===== src/rtl/calc_sequencer.sv =====
// calc_sequencer: token-driven controller for the 5-entry operand queue and 8-bit ALU.
// Latency: one queue command per token, issued the cycle after acceptance; a token is accepted every 3 cycles at best.
// Backpressure: tok_ready is low outside IDLE; a result waits in EMIT until res_ready.
// Ports: clk/rst (async, active-high) clock and reset
//        tok_valid/tok_ready/tok_is_op/tok_data   token stream in
//        res_valid/res_ready/res_data             final result out
//        err/err_clr/busy                         sticky error, its clear, and FSM activity
//        q_opcode/q_back                          command and data to the queue
//        q_top_conc/q_pos_back/q_is_err           front two entries, occupancy and error from the queue
module calc_sequencer #(
  parameter int W     = 8,
  parameter int DEPTH = 5
) (
  input  logic           clk,
  input  logic           rst,
  input  logic           tok_valid,
  output logic           tok_ready,
  input  logic           tok_is_op,
  input  logic [W-1:0]   tok_data,
  output logic           res_valid,
  input  logic           res_ready,
  output logic [W-1:0]   res_data,
  output logic           err,
  input  logic           err_clr,
  output logic           busy,
  output logic [1:0]     q_opcode,
  output logic [W-1:0]   q_back,
  input  logic [2*W-1:0] q_top_conc,
  input  logic [2:0]     q_pos_back,
  input  logic           q_is_err
);

  localparam logic [1:0] OP_PUSH   = 2'b00;
  localparam logic [1:0] OP_IDLE   = 2'b01;
  localparam logic [1:0] OP_REDUCE = 2'b10;
  localparam logic [1:0] OP_POP    = 2'b11;
  localparam logic [2:0] DEPTH_C   = 3'(DEPTH);

  typedef enum logic [2:0] {IDLE, ISSUE, WAIT, EMIT, ERROR} state_t;

  state_t         state_q;
  logic           res_valid_q;
  logic [W-1:0]   res_data_q;
  logic           err_q;
  logic [1:0]     q_opcode_q;
  logic [W-1:0]   q_back_q;

  logic [W-1:0]   op_a;
  logic [W-1:0]   op_b;
  logic [W-1:0]   alu_d;

  // Entry 0 (front) is the left operand, entry 1 the right one.
  assign op_a = q_top_conc[2*W-1:W];
  assign op_b = q_top_conc[W-1:0];

  // All results wrap modulo 2^W; the multiply keeps only the low W bits.
  always_comb begin
    alu_d = '0;
    case (tok_data[1:0])
      2'b00:   alu_d = op_a + op_b;
      2'b01:   alu_d = op_a - op_b;
      2'b10:   alu_d = op_a * op_b;
      default: alu_d = op_a & op_b;
    endcase
  end

  // A queue error seen in IDLE diverts to ERROR, so no token may be taken that cycle.
  assign tok_ready = (state_q == IDLE) && !rst && !q_is_err;
  assign busy      = (state_q != IDLE);
  assign res_valid = res_valid_q;
  assign res_data  = res_data_q;
  assign err       = err_q;
  assign q_opcode  = q_opcode_q;
  assign q_back    = q_back_q;

  // q_opcode_q doubles as the pending command: loaded on entry to ISSUE, cleared on exit.
  always_ff @(posedge clk or posedge rst) begin
    if (rst) begin
      state_q     <= IDLE;
      res_valid_q <= 1'b0;
      res_data_q  <= '0;
      err_q       <= 1'b0;
      q_opcode_q  <= OP_IDLE;
      q_back_q    <= '0;
    end else begin
      case (state_q)
        IDLE: begin
          if (q_is_err) begin
            state_q <= ERROR;
            err_q   <= 1'b1;
          end else if (tok_valid) begin
            if (!tok_is_op) begin
              if (q_pos_back == DEPTH_C) begin
                state_q <= ERROR;
                err_q   <= 1'b1;
              end else begin
                q_back_q   <= tok_data;
                q_opcode_q <= OP_PUSH;
                state_q    <= ISSUE;
              end
            end else if (!tok_data[2]) begin
              if (q_pos_back < 3'd2) begin
                state_q <= ERROR;
                err_q   <= 1'b1;
              end else begin
                q_back_q   <= alu_d;
                q_opcode_q <= OP_REDUCE;
                state_q    <= ISSUE;
              end
            end else begin
              // Finish is only meaningful with exactly one value left.
              if (q_pos_back != 3'd1) begin
                state_q <= ERROR;
                err_q   <= 1'b1;
              end else begin
                res_data_q  <= op_a;
                res_valid_q <= 1'b1;
                state_q     <= EMIT;
              end
            end
          end
        end
        ISSUE: begin
          q_opcode_q <= OP_IDLE;
          state_q    <= WAIT;
        end
        WAIT: begin
          if (q_is_err) begin
            state_q <= ERROR;
            err_q   <= 1'b1;
          end else begin
            state_q <= IDLE;
          end
        end
        EMIT: begin
          // Once delivered, the result is popped so the queue ends empty.
          if (res_ready) begin
            res_valid_q <= 1'b0;
            q_opcode_q  <= OP_POP;
            state_q     <= ISSUE;
          end
        end
        ERROR: begin
          if (err_clr) begin
            err_q   <= 1'b0;
            state_q <= IDLE;
          end
        end
        default: state_q <= IDLE;
      endcase
    end
  end

endmodule


===== config.mk =====
export PLATFORM = sky130hd
export DESIGN_NAME = calc_sequencer
export DESIGN_NICKNAME = d
export VERILOG_FILES = /design/src/rtl/calc_sequencer.sv
export SDC_FILE = /design/constraint.sdc
export NUM_CORES = 1
export LEC_CHECK = 0
export CAP_MARGIN = 40
export CORE_MARGIN = 10
export CORE_UTILIZATION = 45
export CTS_BUF_LIST = sky130_fd_sc_hd__clkbuf_16
export DETAILED_ROUTE_END_ITERATION = 6
export PLACE_DENSITY = 0.72
export REMOVE_ABC_BUFFERS = 1
export SLEW_MARGIN = 20
export SYNTH_ARGS = -nofsm -noshare
export SYNTH_HDL_FRONTEND = slang
export SYNTH_SLANG_ARGS = --single-unit

===== constraint.sdc =====
create_clock -name clk -period 2.27 [get_ports clk]
set_input_delay 0.227 -clock clk [delete_from_list [all_inputs] [get_ports clk]]
set_output_delay 0.227 -clock clk [all_outputs]
set_load 0.01 [all_outputs]

==> flow_summary.yaml <==
sta:
  report.final.slew_viol_count: 0
  finalSetupViolations: 6
  slew-limit-headroom: 0.6274
  tightest_slew_ns: 0.5589
  hold_viol: 0
  whs_ns: 0.3217
  period_needed_ns: 3.473
  skew_ns: 0.008542
  rsz0062_at_grt: "yes"
  min_period_over_period: 1.530
  max_freq_ghz: 0.2880
  timing.final.ws_setup_ns: -1.203
drt:
  drtIter0Drc: 114
  first_pass_iters: 4
  post_drt_wl_per_cell_um: 15.90
  antenna_left: 0
  via_per_inst: 5.173
  drc: 0
  routed-via-count: 2545
  routed_wl_mm: 7.823
outcome:
  status: "finished, violations left"
  violations: "setup timing"
die:
  die_w_um: 95.94
  io_pins: 56
  start_util: 0.4684
  die_area_um2: 9204
  coreArea_um2: 5540
  core.rowCount: 27
  die_h_um: 95.94
pwr:
  p_per_area_nw_per_um2: 672.7
  peakVddDrop_mv: 0.4655
  total_power_uw: 2660
  p_leak_uw: 0.001890
placed_design:
  numPortBuffers: 55
  placed_area_um2: 3600
  gp_congestion: 0.9365
  place_inst: 483
  hpwl_mm: 6.120
finish:
  num_antenna_cells: 0
  fin_nets: 493
  final_util: 0.7136
  final_area_um2: 3954
  fin_cells: 492
  drive_gt1_frac: 0.3095
  fill_cells: 437
  seq_area_um2: 576.8
  multi_input_area_um2: 1984
  synthToLayoutAreaGrowth_pct: 52.36
synthesis:
  synth_async_sr_flop_share: 1.000
  netlist_instances: 308
  ys_ff_latch: 23
  syn_area_um2: 2595
  synth_top_cells_by_count: "inv_1, nand2_1, ha_1, nor2_1, dfrtp_1"
  synth-main-ff-cell: "dfrtp_1"
  syn_avg_cell_area_um2: 8.425
  yosysWarnings: 0
  synth_top_area_share: 0.2122
  synth-seq-area-share: 0.2223
  synth.distinct_cells: 48
  synth-edff-count: 0
  synth_area_leaders: "dfrtp_1, ha_1, fa_1"
  synth_top_area_cell: "dfrtp_1"
  yosysMostFrequentCell: "inv_1"
clock_network:
  clockBufferDepth: 2
  cts_tree: "done"
  clk_latency_ns: 0.26
  root_buffer: "clkbuf_16"
  ctsHoldBuffers: 0
  path_clk_slew_ns: 0.07
  clock-sinks: 23
  numCtsBuffers: 3
  h-tree-depth: 1
worst_setup_path:
  cp-start-kind: "input pin"
  regToRegSetupSlack_ns: 0.45
  crit_arrival_ns: 3.65
  setup.worst_path.class: "in2reg"
  critPathRequiredTime_ns: 2.45
  crit_path_end_kind: "flop"
  cp_max_fo: 4
global_routing:
  grt_overflow: 0
  grt_max_degree: 24
  grt_pass1_wl_mm: 12.62
  grt_pass1_vias: 2636
  grt_antenna_before_repair: 0
  track_usage: 0.1695
min_path:
  min_path_type: "in2reg"
flow_run:
  max_cap_violations: 0
==> layout by cell type, fill, tap and decap left out, types with 4 or more instances in the layout <==
cell type,n
and2_1,6
nand2_1,29
inv_1,28
a21oi_1,8
o21ai_1,15
inv_2,13
nand3_1,6
nor3_1,6
o211ai_1,4
fa_1,10
buf_6,11
o21ai_0,9
nor2_2,4
xnor2_1,15
dfrtp_1,22
mux2_1,8
a31oi_1,5
clkdlybuf4s50_1,41
nor2_1,21
ha_4,7
nand2_2,8
ha_1,16
mux2i_1,4
buf_4,57
==> worst max-delay path: stages <==
cell	delay, ns
buf_8	0.09
nand2_4	0.05
fa_2	0.38
fa_1	0.56
inv_2	0.04
fa_1	0.50
inv_2	0.04
fa_1	0.50
inv_2	0.05
ha_4	0.21
a21oi_2	0.13
xnor3_1	0.24
xnor3_1	0.19
o21ai_1	0.13
a21oi_1	0.09
o31ai_2	0.21
==> sequential cells by signal, indices dropped and copies added (netlist names) <==
| register | cells |
|---|---|
| res_data | 8 |
| q_opcode | 2 |
| err | 1 |
| res_valid | 1 |
| state_q | 3 |
| q_back | 8 |
==> what timing repair did <==
item,in CTS,in global routing
resized for setup,102,18
gates cloned,0,0
pin swaps,31,20
setup buffers,5,1
endpoints found under the setup margin,7,6
==> metrics by stage <==
step / TNS [ns] / worst slack, ns
after floorplan: -4.444 / -1.578
after global placement: -9.388 / -2.204
after detailed placement: -9.709 / -2.300
after CTS: -3.945 / -1.167
after global routing: -4.631 / -1.341
final: -3.846 / -1.203
==> routing by layer <==
layer / part of all wire / track usage / up-vias
met2: 0.47 / 0.2884 / 85
met4: 0.015 / 0.03440 / 0
met3: 0.072 / 0.04202 / 10
li1: - / - / 1250
met1: 0.44 / 0.2128 / 1200
met5: 0 / 0 / -
==> logic make-up (layout without fill, tap and decap cells) <==
group	count (synthesis)	in the layout	synth area share
xor+xnor	23	23	0.09113
buf+inv	52	164	0.08968
fa+ha+maj	38	38	0.2208
flops	23	23	0.2223
simple gates	98	98	0.1731
compound gates	61	61	0.1485
mux	13	13	0.05449
==> report_power, final <==
group          internal, uW  switching, uW
sequential              557            107
clock                   239            148
combinational           883            726
==> cell type report <==
type                    count  area share
clock buffers               3     0.01899
multi-input cells         233      0.5019
clock inverters             1    0.001899
well taps                  72     0.02278
repair buffers            119      0.2696
flip-flops and latches     23      0.1459
inverters                  41     0.03892
==> final timing paths <==
path,startpoint,to,depth (start not counted)
setup / recovery,q_top_conc[2],q_back[7],16
hold / removal,q_top_conc[11],res_data[3],3
setup reg to reg,state_q[0],q_back[6],4
hold reg to reg,q_back[3],q_back[3],2
max in group asynchronous,rst,q_opcode[0],3
min in group asynchronous,rst,res_valid,3
Note: power is estimated with default switching activity, not from simulation.
